`config.mk`:
```
export PLATFORM = sky130hd
export DESIGN_NAME = tetris_board_store
export DESIGN_NICKNAME = d
export VERILOG_FILES = /design/src/rtl/tetris_pkg.sv /design/src/rtl/tetris_clear_ctrl.sv /design/src/rtl/tetris_board_store.sv
export SDC_FILE = /design/constraint.sdc
export NUM_CORES = 1
export LEC_CHECK = 0
export CORE_UTILIZATION = 54
export DETAILED_ROUTE_END_ITERATION = 6
export GPL_TIMING_DRIVEN = 0
export PLACE_DENSITY = 0.71
export SETUP_SLACK_MARGIN = 0.2
export SYNTH_ARGS = -nofsm -noshare
export SYNTH_HDL_FRONTEND = slang
export SYNTH_SLANG_ARGS = --single-unit
```
`constraint.sdc`:
```
create_clock -name CLOCK_50 -period 6.7 [get_ports CLOCK_50]
set_input_delay 1.005 -clock CLOCK_50 [delete_from_list [all_inputs] [get_ports CLOCK_50]]
set_output_delay 1.005 -clock CLOCK_50 [all_outputs]
set_load 0.01 [all_outputs]
```
`src/rtl/tetris_pkg.sv`:
```
// -----------------------------------------------------------------------------
// tetris_pkg
// Shared constants and types for the Tetris board store and its line-clear
// engine.
//   BOARD_COLS / BOARD_ROWS : default playfield size (10 x 20 cells)
//   ROW_FULL                : pattern of a completely occupied row
//   LINES_MAX               : saturation value of the cumulative line counter
//   clear_state_e           : line-clear FSM states
// -----------------------------------------------------------------------------
package tetris_pkg;

  localparam int BOARD_COLS = 10;
  localparam int BOARD_ROWS = 20;

  localparam logic [BOARD_COLS-1:0] ROW_FULL = 10'h3FF;

  localparam int LINES_MAX = 255;

  typedef enum logic [1:0] {
    IDLE  = 2'd0,
    SCAN  = 2'd1,
    SHIFT = 2'd2,
    DONE  = 2'd3
  } clear_state_e;

endpackage : tetris_pkg

```
`src/rtl/tetris_clear_ctrl.sv`:
```
// -----------------------------------------------------------------------------
// tetris_clear_ctrl
// Line-clear sequencer. Scans rows bottom-up; on a full row it collapses the
// stack above it one row per cycle, then rescans the same row index.
// Ports:
//   CLOCK_50, resetn     : clock, asynchronous active-low reset
//   clear_req            : start a pass (ignored unless idle)
//   row_full             : grid row at scan_row is all ones
//   scan_row             : row currently being examined
//   shift_row            : destination row of the current shift step
//   shift_en             : copy row[shift_row-1] into row[shift_row]
//   zero_top             : clear row 0 (last step of a collapse)
//   clear_busy           : engine active (SCAN, SHIFT, DONE)
//   clear_done           : one-cycle completion pulse
//   lines_cleared        : rows removed by the last pass
//   total_lines          : cumulative rows removed, saturating
// -----------------------------------------------------------------------------
module tetris_clear_ctrl
  import tetris_pkg::*;
#(
  parameter int ROWS = BOARD_ROWS
) (
  input  logic       CLOCK_50,
  input  logic       resetn,
  input  logic       clear_req,
  input  logic       row_full,
  output logic [4:0] scan_row,
  output logic [4:0] shift_row,
  output logic       shift_en,
  output logic       zero_top,
  output logic       clear_busy,
  output logic       clear_done,
  output logic [2:0] lines_cleared,
  output logic [7:0] total_lines
);

  localparam logic [4:0] LAST_ROW = 5'(ROWS - 1);

  clear_state_e state_q, state_d;
  logic [4:0]   r_q, s_q, count_q;
  logic [8:0]   total_sum;

  // State register
  always_ff @(posedge CLOCK_50 or negedge resetn) begin
    if (!resetn) state_q <= IDLE;
    else         state_q <= state_d;
  end

  // Next-state logic
  // NOTE: every always_comb output gets a default first so no path leaves it
  // unassigned, which would otherwise infer a latch.
  always_comb begin
    state_d = state_q;
    unique case (state_q)
      IDLE:  if (clear_req) state_d = SCAN;
      SCAN: begin
        if (row_full)         state_d = SHIFT;
        else if (r_q == 5'd0) state_d = DONE;
      end
      SHIFT: if (s_q == 5'd0) state_d = SCAN;
      DONE:  state_d = IDLE;
      default: state_d = IDLE;
    endcase
  end

  // Output decode
  always_comb begin
    clear_busy = (state_q != IDLE);
    clear_done = (state_q == DONE);
    shift_en   = (state_q == SHIFT) && (s_q != 5'd0);
    zero_top   = (state_q == SHIFT) && (s_q == 5'd0);
    scan_row   = r_q;
    shift_row  = s_q;
  end

  assign total_sum = {1'b0, total_lines} + {4'b0, count_q};

  // Pointers and counters
  // NOTE: sequential state uses non-blocking assignments so every register
  // samples pre-edge values regardless of statement order.
  always_ff @(posedge CLOCK_50 or negedge resetn) begin
    if (!resetn) begin
      r_q           <= '0;
      s_q           <= '0;
      count_q       <= '0;
      lines_cleared <= '0;
      total_lines   <= '0;
    end else begin
      unique case (state_q)
        IDLE: if (clear_req) begin
          r_q     <= LAST_ROW;
          count_q <= '0;
        end
        SCAN: begin
          if (row_full)         s_q <= r_q;
          else if (r_q != 5'd0) r_q <= r_q - 5'd1;
        end
        SHIFT: begin
          // r_q is left alone so the row that dropped into it is rechecked.
          if (s_q == 5'd0) count_q <= count_q + 5'd1;
          else             s_q     <= s_q - 5'd1;
        end
        DONE: begin
          lines_cleared <= (count_q > 5'd7) ? 3'd7 : count_q[2:0];
          total_lines   <= (total_sum > 9'(LINES_MAX)) ? 8'(LINES_MAX)
                                                        : total_sum[7:0];
        end
        default: ;
      endcase
    end
  end

endmodule : tetris_clear_ctrl

```
`src/rtl/tetris_board_store.sv`:
```
// -----------------------------------------------------------------------------
// tetris_board_store
// Occupancy grid for the Tetris playfield (row 0 = top, column 0 = left) with a
// combinational read port, a single-cell write port and a line-clear engine.
// Ports:
//   CLOCK_50, resetn            : clock, asynchronous active-low reset
//   board_rx/ry -> board_rdata  : combinational read, out of range reads 1
//   board_we/wx/wy/wdata        : cell write, dropped while clearing or OOR
//   clear_req                   : start a line-clear pass
//   clear_busy/clear_done       : engine status / completion pulse
//   lines_cleared/total_lines   : rows removed last pass / cumulative (sat.)
// Optional (TETRIS_BOARD_VGA_PORT_EN):
//   vga_x/vga_y -> vga_rdata    : renderer read port, out of range reads 0
// -----------------------------------------------------------------------------
module tetris_board_store
  import tetris_pkg::*;
#(
  parameter int COLS = BOARD_COLS,
  parameter int ROWS = BOARD_ROWS
) (
  input  logic       CLOCK_50,
  input  logic       resetn,
  input  logic [3:0] board_rx,
  input  logic [4:0] board_ry,
  output logic       board_rdata,
  input  logic       board_we,
  input  logic [3:0] board_wx,
  input  logic [4:0] board_wy,
  input  logic       board_wdata,
  input  logic       clear_req,
  output logic       clear_busy,
  output logic       clear_done,
  output logic [2:0] lines_cleared,
`ifdef TETRIS_BOARD_VGA_PORT_EN
  input  logic [3:0] vga_x,
  input  logic [4:0] vga_y,
  output logic       vga_rdata,
`endif
  output logic [7:0] total_lines
);

  localparam logic [3:0] COLS_L = 4'(COLS);
  localparam logic [4:0] ROWS_L = 5'(ROWS);

  logic [COLS-1:0] grid [ROWS];

  logic [4:0] scan_row, shift_row;
  logic       shift_en, zero_top, row_full, write_ok;

  tetris_clear_ctrl #(.ROWS(ROWS)) u_clear_ctrl (
    .CLOCK_50      (CLOCK_50),
    .resetn        (resetn),
    .clear_req     (clear_req),
    .row_full      (row_full),
    .scan_row      (scan_row),
    .shift_row     (shift_row),
    .shift_en      (shift_en),
    .zero_top      (zero_top),
    .clear_busy    (clear_busy),
    .clear_done    (clear_done),
    .lines_cleared (lines_cleared),
    .total_lines   (total_lines)
  );

  assign row_full = (grid[scan_row] == ROW_FULL[COLS-1:0]);

  assign write_ok = board_we && !clear_busy &&
                    (board_wx < COLS_L) && (board_wy < ROWS_L);

  // NOTE: the grid is small register storage that must read as empty straight
  // out of reset (including mid-pass), so it sits in the async reset branch;
  // a RAM-style array would be left unreset.
  always_ff @(posedge CLOCK_50 or negedge resetn) begin
    if (!resetn) begin
      for (int y = 0; y < ROWS; y++) grid[y] <= '0;
    end else if (zero_top) begin
      grid[0] <= '0;
    end else if (shift_en) begin
      grid[shift_row] <= grid[shift_row - 5'd1];
    end else if (write_ok) begin
      grid[board_wy][board_wx] <= board_wdata;
    end
  end

  // Out-of-range reads as wall so collision checks need no bounds logic.
  assign board_rdata = ((board_rx < COLS_L) && (board_ry < ROWS_L))
                       ? grid[board_ry][board_rx] : 1'b1;

`ifdef TETRIS_BOARD_VGA_PORT_EN
  // Out-of-range reads as blank so the renderer draws nothing there.
  assign vga_rdata = ((vga_x < COLS_L) && (vga_y < ROWS_L))
                     ? grid[vga_y][vga_x] : 1'b0;
`endif

endmodule : tetris_board_store

```
# After elaboration in Yosys (flattened, before gate mapping)
# Cells that the tools add are included.
[word_totals]
reg_bits = 228
input_bits = 23
output_inout_bits = 14
word_cells = 129
[op_classes]
addsub = 4
magnitude_cmp = 16
n_eq_ne = 11
n_mux = 40
bitwise_logic = 6
reduce_logical = 26
[op_table]
columns = ["op", "count"]
rows = [
  ["bitwise mux 200 bit", 2],
  ["2-to-1 mux 200 bit", 2],
  ["binary-select mux 10 bit (select 5 bit)", 3],
  ["demux 10 bit (select 5 bit)", 2],
  ["2-to-1 mux 10 bit", 9],
  ["2-to-1 mux 5 bit", 7],
  [">= comparator 6 bit (second input constant)", 5],
  ["inverter 5 -> 6 bit", 5],
  ["case mux 5 bit (2 select lines)", 3],
  ["< comparator 6 x 1 -> 1 bit (second input constant)", 2],
  ["== test 10 bit (second input constant)", 1],
  ["logical NOT 5 bit", 2],
  ["< comparator 4 x 5 -> 1 bit (second input constant)", 2],
  ["< comparator 5 bit (second input constant)", 2],
  ["!= test 2 bit (second input constant)", 5],
  ["nonzero test 2 bit", 5],
  ["nonzero test 5 bit", 2],
  ["subtractor 5 x 1 -> 5 bit (second input constant)", 2],
  ["adder 8 x 5 -> 9 bit", 1],
  ["> comparator 9 x 8 -> 1 bit (second input constant)", 1],
  ["logical AND 1 bit", 9],
  ["AND reduction 3 bit", 3],
  ["< comparator 4 bit (second input constant)", 2],
  ["2-to-1 mux 2 bit", 4],
  ["other kinds (19)", 22],
]

# Depth between registers and ports, before layout
# Gate-level depths: netlist of run 1.
[logic_depth]
word_depth = 10
depth_mapped = 16
depth_no_buf = 9

# By module
# A second synthesis of run 1 with hierarchy kept.
[hier_totals]
cells_unflattened = 1960
hier_area_um2 = 17700.7
[modules_own_cells]
columns = ["mod", "n_inst", "cells_each", "area_per_inst_um2", "seq_area_each_um2"]
rows = [
  ["tetris_board_store", 1, 1783, 16000.3, 5004.8],
  ["tetris_clear_ctrl", 1, 177, 1700.4, 700.7],
]

# Least setup slack after synthesis of run 1
# OpenSTA, ideal clock, no wires.
[synth_timing]
path_type = "input port to output port"
start = "input port board_ry[0]"
end = "output port board_rdata"
t_arrival_ps = 2851
t_required_ps = 5695
path_slack_ps = 2844
cell_stages = 10
n_path_buf = 4
cell_sequence = "buf_2 > buf_6 > buf_4 > buf_4 > mux4_2 > a21oi_1 > nand4_1 > a2111oi_0 > o2bb2ai_1 > a41oi_1"
[synth_via]
elab_chain_len = 7
elab_cells_between_ends = 9
classes_between = "order compare (1); mux (6); bitwise (1); reduce/logical (1)"
[synth_rtl]
columns = ["element", "line", "source"]
rows = [
  ["from (decl)", "tetris_board_store.sv:24", "input logic [4:0] board_ry,"],
  ["inverter 5 -> 6 bit (implied by the code)", "tetris_board_store.sv:87", "? grid[board_ry][board_rx] : 1'b1;"],
  ["binary-select mux 10 bit (select 5 bit)", "tetris_board_store.sv:87", ""],
  ["2-to-1 mux 10 bit (implied by the code) (2 in series)", "tetris_board_store.sv:87", ""],
  ["binary-select mux 1 bit (select 4 bit)", "tetris_board_store.sv:87", ""],
  ["2-to-1 mux 1 bit (implied by the code)", "tetris_board_store.sv:87", ""],
  ["2-to-1 mux 1 bit (*)", "tetris_board_store.sv:87", ""],
  ["to (decl)", "tetris_board_store.sv:25", "output logic board_rdata,"],
]
# Every way passes the cells marked *; elsewhere a longest branch is shown, timed or not. The select of a mux whose other input is x is not followed.

# Worst setup path after layout of run 1
[layout_timing]
start = "input port board_ry[1]"
end = "output port board_rdata"
# The elaborated chain is that of the path after synthesis.

==> impl_results.html, run 1 <==
<table>
<tr><th>Metric</th><th>Value</th></tr>
<tr><th colspan="2">Outcome</th></tr>
<tr><td>Run status</td><td>complete, no violations</td></tr>
<tr><th colspan="2">Yosys</th></tr>
<tr><td>Area share of the largest cell type after synthesis</td><td>0.331</td></tr>
<tr><td>Proportion of synthesized flip-flops having asynchronous set or reset</td><td>1.00</td></tr>
<tr><td>Count of unique library cells instantiated by Yosys</td><td>71</td></tr>
<tr><td>YS warnings</td><td>0</td></tr>
<tr><td>Cell accounting for the most synthesized area</td><td>sky130_fd_sc_hd__dfrtp_1</td></tr>
<tr><td>Synthesized netlist net count</td><td>2176</td></tr>
<tr><td>Fraction of the yosys area taken by sequential cells</td><td>0.331</td></tr>
<tr><td>Ys flop type</td><td>sky130_fd_sc_hd__dfrtp_1</td></tr>
<tr><td>Mean cell area of the mapped netlist</td><td>8.07 um2</td></tr>
<tr><td>Cell types occupying the most area after synthesis</td><td>sky130_fd_sc_hd__dfrtp_1 33%, sky130_fd_sc_hd__a21oi_1 16%, sky130_fd_sc_hd__mux4_2 13%</td></tr>
<tr><td>Number of flops mapped to enable cells by yosys</td><td>0</td></tr>
<tr><td>Count of mapped cells out of synthesis</td><td>2140</td></tr>
<tr><td>Netlist Area Pre-Place</td><td>0.0173 mm2</td></tr>
<tr><td>Synthesized flop and latch total</td><td>about 230</td></tr>
<tr><th colspan="2">Timing</th></tr>
<tr><td>Count of endpoints failing hold in the final timing report</td><td>0</td></tr>
<tr><td>Time the worst path needs with I/O delays and setup</td><td>5450 ps</td></tr>
<tr><td>RSZ-0062 raised after global routing</td><td>no</td></tr>
<tr><td>Max Transition Viols Final</td><td>0</td></tr>
<tr><td>Skew final</td><td>13.4 ps</td></tr>
<tr><td>Slew headroom</td><td>0.0733</td></tr>
<tr><td>Final number of setup-violating endpoints</td><td>0</td></tr>
<tr><td>Achievable Freq</td><td>183 MHz</td></tr>
<tr><td>Tcrit/Tclk final</td><td>0.814</td></tr>
<tr><td>Pin slew with the least headroom to its limit</td><td>roughly 1400 ps</td></tr>
<tr><th colspan="2">Global route</th></tr>
<tr><td>Largest net degree at the start of global routing</td><td>115</td></tr>
<tr><td>Met2 track demand over resource in global routing</td><td>0.716</td></tr>
<tr><td>Total global routing track utilization</td><td>0.516</td></tr>
<tr><td>First-pass GRT wire length</td><td>approximately 120 mm</td></tr>
<tr><td>Aggregate global routing overflow</td><td>0</td></tr>
<tr><td>GRT Max-Usage Layer</td><td>met2</td></tr>
<tr><td>Initial antenna violation count</td><td>1</td></tr>
<tr><td>Vias in the first global route</td><td>~18000</td></tr>
<tr><td>GR Layer Usage met1</td><td>0.638</td></tr>
<tr><td>GR Util met3</td><td>0.202</td></tr>
<tr><th colspan="2">Clocking</th></tr>
<tr><td>Clk sink count</td><td>228</td></tr>
<tr><td>H-tree Lvls</td><td>1</td></tr>
<tr><td>Clk slew on worst S/H paths</td><td>60 ps</td></tr>
<tr><td>CTS hold repair buffers</td><td>0</td></tr>
<tr><td>Worst skew pair latency</td><td>580 ps</td></tr>
<tr><td>Post-cts sizing count</td><td>0</td></tr>
<tr><td>Cts bufs inserted</td><td>28</td></tr>
<tr><td>TritonCTS clock tree</td><td>yes</td></tr>
<tr><td>CTS Root Buffer Type</td><td>sky130_fd_sc_hd__clkbuf_16</td></tr>
<tr><td>Bufs on Longest Clock Path</td><td>3</td></tr>
<tr><td>Setup Buffers After CTS</td><td>0</td></tr>
<tr><th colspan="2">Power and ir drop</th></tr>
<tr><td>Internal power component</td><td>between 3000 and 4000 uW</td></tr>
<tr><td>Share of power burned in registers</td><td>0.269</td></tr>
<tr><td>LEAKAGE</td><td>approximately 0.0069 uW</td></tr>
<tr><td>Reported net switching power</td><td>2780 uW</td></tr>
<tr><td>Power density over cell area</td><td>312 mW/mm2</td></tr>
<tr><td>IR Drop Worst-Case VDD</td><td>0.236 mV</td></tr>
<tr><td>Share of power burned in the clock network</td><td>0.272</td></tr>
<tr><td>Sw frac</td><td>0.467</td></tr>
<tr><td>Fraction of power consumed by combinational cells</td><td>0.459</td></tr>
<tr><th colspan="2">Floorplanning</th></tr>
<tr><td>Floorplan die width</td><td>181 um</td></tr>
<tr><td>Effective utilization at floorplan</td><td>0.548</td></tr>
<tr><td>Die Y-Extent</td><td>181 um</td></tr>
<tr><td>Total Die Area</td><td>0.0327 mm2</td></tr>
<tr><td>Top-level I/O count</td><td>37</td></tr>
<tr><td>Core footprint</td><td>0.0315 mm2</td></tr>
<tr><td>Std cell rows</td><td>65</td></tr>
<tr><th colspan="2">Place</th></tr>
<tr><td>Routability cong.</td><td>1.12</td></tr>
<tr><td>Half-perimeter wire length after placement</td><td>61.1 mm</td></tr>
<tr><td>Cell total after placement</td><td>2574</td></tr>
<tr><td>Number of buffers added on ports</td><td>29</td></tr>
<tr><td>Instance area at placement</td><td>0.0181 mm2</td></tr>
<tr><th colspan="2">Drt</th></tr>
<tr><td>Per-cell routed wire length</td><td>32.4 um</td></tr>
<tr><td>DRT antenna net count</td><td>0</td></tr>
<tr><td>Iteration-0 DRC Markers</td><td>3031</td></tr>
<tr><td>Residual DRC count</td><td>0</td></tr>
<tr><td>Routed via count divided by cell count</td><td>7.41</td></tr>
<tr><td>Number of iterations in the first detailed-routing pass</td><td>6</td></tr>
<tr><td>Wirelength, routed</td><td>between 80 and 90 mm</td></tr>
<tr><td>Routed vias</td><td>19500</td></tr>
<tr><th colspan="2">Setup path</th></tr>
<tr><td>Endpoint required time on the critical path</td><td>5690 ps</td></tr>
<tr><td>Arrival time of data at the critical path endpoint</td><td>about 4500 ps</td></tr>
<tr><td>Maximum fanout along the worst path</td><td>10</td></tr>
<tr><td>CP Capture Type</td><td>output port</td></tr>
<tr><td>Slack of the worst reg-to-reg path</td><td>1780 ps</td></tr>
<tr><td>Critical path start-end classification</td><td>in -&gt; out</td></tr>
<tr><td>Critical path launch point type</td><td>primary input</td></tr>
<tr><th colspan="2">Cells and area</th></tr>
<tr><td>Non-Filler Cell Area, Final</td><td>0.0191 mm2</td></tr>
<tr><td>Nets</td><td>2238</td></tr>
<tr><td>Area growth from synthesis to layout</td><td>10.5%</td></tr>
<tr><td>Number of antenna diodes</td><td>0</td></tr>
<tr><td>Number of filler cells placed in the layout</td><td>2803</td></tr>
<tr><td>Finished Layout Cells</td><td>2624</td></tr>
<tr><td>Share of post-route cells with drive strength above 1</td><td>0.126</td></tr>
<tr><th colspan="2">Job</th></tr>
<tr><td>Max_cap viols</td><td>0</td></tr>
<tr><th colspan="2">Hold path</th></tr>
<tr><td>Class of the most critical hold timing path</td><td>in -&gt; async</td></tr>
</table>
## area by class of cell
type,count,area [um2],area share
Buffer,160,767,0.0402
Clock buffer,37,806,0.0423
Clock inverter,13,145,0.00761
Inverter,22,82.6,0.00433
Multi-Input combinational cell,1730,10700,0.561
Sequential cell,228,5710,0.299
Tap cell,402,503,0.0264
Timing Repair Buffer,32,355,0.0186
## worst max-delay path: stages
cell                              delay (ps)
sky130_fd_sc_hd__buf_2                   220
sky130_fd_sc_hd__buf_2                   430
sky130_fd_sc_hd__buf_1                   920
sky130_fd_sc_hd__mux4_2                  440
sky130_fd_sc_hd__mux2i_1                 480
sky130_fd_sc_hd__nor3_1                   80
sky130_fd_sc_hd__o21ai_0                 210
sky130_fd_sc_hd__a41oi_1                 150
sky130_fd_sc_hd__clkdlybuf4s50_1         500
## cells in the mapped netlist (all sizes together) (2+ instances only)
cell type / count
mux4: 103
a2111oi: 2
nor4: 8
o2111ai: 2
nand2b: 15
mux2i: 18
ha: 12
nand3b: 4
buf: 77
inv: 21
nor2b: 13
o211ai: 4
o22a: 13
and2: 9
nand4b: 4
or2: 4
xnor2: 5
mux2: 24
clkbuf: 83
a21oi: 546
o2bb2ai: 2
o22ai: 12
nand2: 89
nor3b: 2
o221ai: 2
a41oi: 2
nand3: 24
nand4: 48
a31oi: 3
nor3: 32
and3: 12
a21o: 2
o21ai: 89
or3: 4
nor2: 555
xor2: 5
a32oi: 3
a22oi: 3
dfrtp: 228
o31ai: 43
## through the flow
step | TNS (ps) | setup WS [ps] | power (uW) | util | hold slack (ps)
2_1_floorplan | 0 | 2840 | 3070 | - | 494
3_3_place_gp | -1269410 | -5610 | 4120 | 0.574 | 488
3_5_place_dp | 0 | 1460 | 4130 | 0.576 | 505
4_1_cts | 0 | 1460 | 5720 | 0.606 | 335
5_1_grt | 0 | 1280 | 5960 | 0.606 | 363
6_report | 0 | 1250 | 5950 | 0.606 | 319
## metal layers
metal | vias up | wire length (um)
li1 | 7886 | -
met1 | 9064 | 28700
met2 | 1975 | 33700
met3 | 524 | 14400
met4 | 4 | 8250
met5 | - | 67
## worst paths after layout
path                       cells past startpoint                               startpoint                                 endpoint
max                                            9                              board_ry[1]                              board_rdata
min                                            1                                   resetn  u_clear_ctrl.total_lines[6]$_DFFE_PN0P_
max reg2reg                                   14    u_clear_ctrl.shift_row[0]$_DFFE_PN0P_                    grid[113]$_DFFE_PN0P_
min reg2reg                                    1  u_clear_ctrl.total_lines[5]$_DFFE_PN0P_  u_clear_ctrl.total_lines[5]$_DFFE_PN0P_
max in group asynchronous                      3                                   resetn                     grid[61]$_DFFE_PN0P_
min in group CLOCK_50                          1  u_clear_ctrl.total_lines[5]$_DFFE_PN0P_  u_clear_ctrl.total_lines[5]$_DFFE_PN0P_
## state kept, by name, indices dropped and copies added (netlist names)
name and count:
u_clear_ctrl.shift_row 5, u_clear_ctrl.scan_row 5, u_clear_ctrl.count_q 5, u_clear_ctrl.total_lines 8, u_clear_ctrl.state_q 2, u_clear_ctrl.lines_cleared 3
grid 200
## power groups by stage
stage          clock network, uW  registers (uW)  logic, uW
5_1_grt                     1640            1600       2710
3_5_place_dp                   0            1610       2520
3_3_place_gp                   0            1610       2510
4_1_cts                     1600            1590       2530
2_1_floorplan                  0            1570       1500
6_report                    1620            1600       2730
## cells by family (layout without fill, tap and decap cells)
| family | Yosys count | in the layout | share of synthesized area |
|---|---|---|---|
| and+or+nand+nor | 827 | 827 | 0.206 |
| AOI/OAI and AO/OA | 735 | 735 | 0.237 |
| DFF | 228 | 228 | 0.331 |
| buffers and inverters | 182 | 264 | 0.0492 |
| muxes | 145 | 145 | 0.162 |
| adders and majority gates | 13 | 13 | 0.00986 |
| xor gates and xnor gates | 10 | 10 | 0.00551 |
## placed cells by master (no fill, tap or decap), types with 24 or more instances in the layout
| master | count |
|---|---|
| sky130_fd_sc_hd__nor2_1 | 545 |
| sky130_fd_sc_hd__a21oi_1 | 540 |
| sky130_fd_sc_hd__dfrtp_1 | 228 |
| sky130_fd_sc_hd__mux4_2 | 97 |
| sky130_fd_sc_hd__nand2_1 | 89 |
| sky130_fd_sc_hd__clkbuf_1 | 84 |
| sky130_fd_sc_hd__o21ai_0 | 67 |
| sky130_fd_sc_hd__nand4_1 | 48 |
| sky130_fd_sc_hd__buf_2 | 46 |
| sky130_fd_sc_hd__o31ai_1 | 42 |
| sky130_fd_sc_hd__nor3_1 | 32 |
| sky130_fd_sc_hd__clkbuf_16 | 29 |
| sky130_fd_sc_hd__clkdlybuf4s50_1 | 28 |
| sky130_fd_sc_hd__mux2_2 | 24 |
| sky130_fd_sc_hd__nand3_1 | 24 |
No activity file was read; power rests on OpenSTA's default activity.
==> run 2: changes to the inputs <==
==> constraint.sdc (replaced) <==
create_clock -name CLOCK_50 -period 5.27 [get_ports CLOCK_50]
set_input_delay 0.7905 -clock CLOCK_50 [delete_from_list [all_inputs] [get_ports CLOCK_50]]
set_output_delay 0.7905 -clock CLOCK_50 [all_outputs]
set_load 0.01 [all_outputs]
==> run 2 against run 1 <==
Sequential power increased by 27%. Clock skew rose by 1.4 ps. Register-to-register slack worse by 1300 ps. Routed wire length decreased by 0.24%. Core utilization is the same. Hold slack worse by 220 ps. The flow now finishes with violations (design-rule violations). Non-clock buffer count unchanged. Cell count unchanged.
==> impl_results.html, run 2 (synthesized netlist as in run 1, its figures left out) <==
<table>
<tr><th>Metric</th><th>Value</th></tr>
<tr><th colspan="2">Outcome</th></tr>
<tr><td>Run status</td><td>finished, violations left</td></tr>
<tr><td>Failing checks</td><td>design-rule violations</td></tr>
<tr><th colspan="2">Setup path</th></tr>
<tr><td>Arrival time of data at the critical path endpoint</td><td>4230 ps (-220 ps)</td></tr>
<tr><td>Critical path launch point type</td><td>primary input</td></tr>
<tr><td>Logic depth of the worst setup path including buffers</td><td>9 (unchanged)</td></tr>
<tr><td>Launch point of the worst reg-to-reg path</td><td>u_clear_ctrl.shift_row[0]$_DFFE_PN0P_</td></tr>
<tr><td>Critical path start-end classification</td><td>in -&gt; out</td></tr>
<tr><td>Delay of the slowest cell on the worst path</td><td>910 ps (about the same)</td></tr>
<tr><td>Combined buffer and inverter count along the critical path</td><td>4 (unchanged)</td></tr>
<tr><td>CP Capture Type</td><td>output port</td></tr>
<tr><td>R2R Path End</td><td>grid[113]$_DFFE_PN0P_</td></tr>
<tr><td>Endpoint required time on the critical path</td><td>4480 ps (-1210 ps)</td></tr>
<tr><td>Launching element of the worst setup path</td><td>board_ry[1]</td></tr>
<tr><td>Slack of the worst reg-to-reg path</td><td>440 ps (-1340 ps)</td></tr>
<tr><td>Kind of cell adding the most delay to the critical path</td><td>buffers and inverters</td></tr>
<tr><td>Highest-delay cell along the critical path</td><td>sky130_fd_sc_hd__buf_1</td></tr>
<tr><td>Maximum fanout along the worst path</td><td>10 (unchanged)</td></tr>
<tr><td>Ordered cell list for the critical path</td><td>buf_2 -&gt; buf_2 -&gt; buf_1 -&gt; mux4_2 -&gt; mux2i_1 -&gt; nor3_1 -&gt; o21ai_0 -&gt; a41oi_1 -&gt; clkdlybuf4s50_1</td></tr>
<tr><td>Critical Path Most Common Cell</td><td>sky130_fd_sc_hd__buf_2</td></tr>
<tr><td>R2R depth</td><td>14 (unchanged)</td></tr>
<tr><th colspan="2">Clocking</th></tr>
<tr><td>Clk slew on worst S/H paths</td><td>60 ps (about the same)</td></tr>
<tr><td>Setup Buffers After CTS</td><td>0 (unchanged)</td></tr>
<tr><td>Bufs on Longest Clock Path</td><td>3 (unchanged)</td></tr>
<tr><td>CTS Root Buffer Type</td><td>sky130_fd_sc_hd__clkbuf_16</td></tr>
<tr><td>Worst skew pair latency</td><td>580 ps (about the same)</td></tr>
<tr><td>Post-cts sizing count</td><td>0 (unchanged)</td></tr>
<tr><td>CTS hold repair buffers</td><td>0 (unchanged)</td></tr>
<tr><td>H-tree Lvls</td><td>1 (unchanged)</td></tr>
<tr><td>Cts bufs inserted</td><td>28 (unchanged)</td></tr>
<tr><td>TritonCTS clock tree</td><td>yes</td></tr>
<tr><td>Clk sink count</td><td>228 (unchanged)</td></tr>
<tr><th colspan="2">Cells and area</th></tr>
<tr><td>Nets</td><td>2238 (unchanged)</td></tr>
<tr><td>Non-Filler Cell Area, Final</td><td>0.0191 mm2 (unchanged)</td></tr>
<tr><td>Biggest registers after layout</td><td>grid: 200 flops, u_clear_ctrl.total_lines: 8 flops</td></tr>
<tr><td>Most frequent cells in the layout</td><td>545 x sky130_fd_sc_hd__nor2_1, 540 x sky130_fd_sc_hd__a21oi_1, 228 x sky130_fd_sc_hd__dfrtp_1</td></tr>
<tr><td>Most common library cell in the layout ignoring fill and taps</td><td>sky130_fd_sc_hd__nor2_1</td></tr>
<tr><td>Largest register FFs</td><td>200 (unchanged)</td></tr>
<tr><td>Area growth from synthesis to layout</td><td>10.5% (unchanged)</td></tr>
<tr><td>Register ranked first by flip-flop count</td><td>grid</td></tr>
<tr><td>Number of filler cells placed in the layout</td><td>2803 (unchanged)</td></tr>
<tr><td>Final standard cell utilization of the core</td><td>0.606 (unchanged)</td></tr>
<tr><td>Share of post-route cells with drive strength above 1</td><td>0.126 (unchanged)</td></tr>
<tr><td>Number of antenna diodes</td><td>0 (unchanged)</td></tr>
<tr><th colspan="2">Drt</th></tr>
<tr><td>Routed via count divided by cell count</td><td>7.37 (-0.62%)</td></tr>
<tr><td>Wirelength, routed</td><td>84.9 mm (-0.24%)</td></tr>
<tr><td>Number of iterations in the first detailed-routing pass</td><td>7 (+1)</td></tr>
<tr><td>Routed vias</td><td>19300 (-0.62%)</td></tr>
<tr><td>Per-cell routed wire length</td><td>32.4 um (-0.24%)</td></tr>
<tr><td>DRT antenna net count</td><td>0 (unchanged)</td></tr>
<tr><td>Iteration-0 DRC Markers</td><td>3162 (+4.3%)</td></tr>
<tr><td>Residual DRC count</td><td>6 (+6)</td></tr>
<tr><th colspan="2">Global route</th></tr>
<tr><td>First-pass GRT wire length</td><td>121 mm (about the same)</td></tr>
<tr><td>Largest net degree at the start of global routing</td><td>115 (unchanged)</td></tr>
<tr><td>Initial antenna violation count</td><td>1 (unchanged)</td></tr>
<tr><td>Total global routing track utilization</td><td>0.516 (about the same)</td></tr>
<tr><td>Vias in the first global route</td><td>18200 (+0.017%)</td></tr>
<tr><td>Aggregate global routing overflow</td><td>0 (unchanged)</td></tr>
<tr><th colspan="2">Power and ir drop</th></tr>
<tr><td>Sw frac</td><td>0.467 (-0.000575)</td></tr>
<tr><td>Fraction of power consumed by combinational cells</td><td>0.459 (about the same)</td></tr>
<tr><td>IR Drop Worst-Case VDD</td><td>0.297 mV (+26%)</td></tr>
<tr><td>Internal power component</td><td>4030 uW (+27%)</td></tr>
<tr><td>LEAKAGE</td><td>0.00689 uW (unchanged)</td></tr>
<tr><td>Power density over cell area</td><td>396 mW/mm2 (+27%)</td></tr>
<tr><td>Share of power burned in the clock network</td><td>0.272 (about the same)</td></tr>
<tr><td>Share of power burned in registers</td><td>0.269 (about the same)</td></tr>
<tr><td>Reported net switching power</td><td>3530 uW (+27%)</td></tr>
<tr><th colspan="2">Timing</th></tr>
<tr><td>Max Transition Viols Final</td><td>0 (unchanged)</td></tr>
<tr><td>Tcrit/Tclk final</td><td>0.952</td></tr>
<tr><td>Pin slew with the least headroom to its limit</td><td>1410 ps (+30.9 ps)</td></tr>
<tr><td>Achievable Freq</td><td>199 MHz</td></tr>
<tr><td>Count of endpoints failing hold in the final timing report</td><td>0 (unchanged)</td></tr>
<tr><td>Slew headroom</td><td>0.0525 (-0.0208)</td></tr>
<tr><td>Time the worst path needs with I/O delays and setup</td><td>~5000 ps</td></tr>
<tr><td>Final number of setup-violating endpoints</td><td>0 (unchanged)</td></tr>
<tr><td>Skew final</td><td>14.7 ps (+1.39 ps)</td></tr>
<tr><td>RSZ-0062 raised after global routing</td><td>no</td></tr>
<tr><th colspan="2">Place</th></tr>
<tr><td>Number of buffers added on ports</td><td>29 (unchanged)</td></tr>
<tr><td>Routability cong.</td><td>1.12 (unchanged)</td></tr>
<tr><td>Instance area at placement</td><td>0.0181 mm2 (unchanged)</td></tr>
<tr><td>Half-perimeter wire length after placement</td><td>61.1 mm (unchanged)</td></tr>
<tr><th colspan="2">Floorplanning</th></tr>
<tr><td>Die Y-Extent</td><td>181 um (unchanged)</td></tr>
<tr><td>Core footprint</td><td>0.0315 mm2 (unchanged)</td></tr>
<tr><td>Top-level I/O count</td><td>37 (unchanged)</td></tr>
<tr><td>Total Die Area</td><td>0.0327 mm2 (unchanged)</td></tr>
<tr><td>Floorplan die width</td><td>181 um (unchanged)</td></tr>
<tr><td>Effective utilization at floorplan</td><td>0.548 (unchanged)</td></tr>
<tr><td>Std cell rows</td><td>65 (unchanged)</td></tr>
<tr><th colspan="2">Hold path</th></tr>
<tr><td>Class of the most critical hold timing path</td><td>in -&gt; async</td></tr>
<tr><th colspan="2">Job</th></tr>
<tr><td>Max_cap viols</td><td>0 (unchanged)</td></tr>
</table>
-- run 2: power groups by stage --
stage	logic (uW)	clock network [uW]	registers, uW
after floorplan	1910	0	1990
after global placement	3190	0	2040
after detailed placement	3210	0	2050
after CTS	3220	2030	2020
after global routing	3440	2090	2040
final	3470	2060	2030
-- run 2: per-stage QoR --
stage | setup slack (ps) | total power, uW | TNS [ps] | instances | hold WS [ps]
final | 253 | 7560 | 0 | 2624 | 103
after CTS | 460 | 7270 | 0 | 2624 | 120
after floorplan | 1840 | 3900 | 0 | 2140 | 494
after detailed placement | 455 | 5260 | 0 | 2574 | 505
after global routing | 275 | 7570 | 0 | 2624 | 148
after global placement | -6820 | 5240 | -1546550 | 2571 | 488
-- run 2: how the worst max path moves through the flow --
stage / endpoint / slack (ps)
2_1_floorplan: board_rdata / 1840
3_3_place_gp: grid[63]$_DFFE_PN0P_ / -6820
3_5_place_dp: board_rdata / 460
4_1_cts: board_rdata / 460
5_1_grt: board_rdata / 280
6_report: board_rdata / 250
-- run 2: cell type report --
| cell class | instances | area [um2] | area share |
|---|---|---|---|
| multi-input cells | 1730 | 10700 | 0.561 |
| well taps | 402 | 503 | 0.0264 |
| inverters | 22 | 82.6 | 0.00433 |
| flip-flops and latches | 228 | 5710 | 0.299 |
| repair buffers | 32 | 355 | 0.0186 |
| plain buffers | 160 | 767 | 0.0402 |
| clock buffers | 37 | 806 | 0.0423 |
| clock inverters | 13 | 145 | 0.00761 |
-- run 2: metal layers --
layer / vias up / global-route usage / routed length [um]
met5: - / 0.0119 / 17
met4: 2 / 0.409 / 8210
met3: 522 / 0.202 / 14000
met2: 1914 / 0.715 / 33700
met1: 9015 / 0.638 / 29000
li1: 7880 / - / -
-- run 2: worst reg2reg max path, stage by stage, from the launching register on --
cell                       delay (ps)
sky130_fd_sc_hd__dfrtp_1          410
sky130_fd_sc_hd__buf_6            180
sky130_fd_sc_hd__buf_4            270
sky130_fd_sc_hd__buf_4            310
sky130_fd_sc_hd__inv_1            150
sky130_fd_sc_hd__ha_1             320
sky130_fd_sc_hd__clkbuf_1         310
sky130_fd_sc_hd__buf_2            400
sky130_fd_sc_hd__buf_2            410
sky130_fd_sc_hd__mux4_2           280
sky130_fd_sc_hd__inv_1             50
sky130_fd_sc_hd__o22ai_2          920
sky130_fd_sc_hd__buf_4            420
sky130_fd_sc_hd__a21oi_1          120
sky130_fd_sc_hd__a21oi_1          200
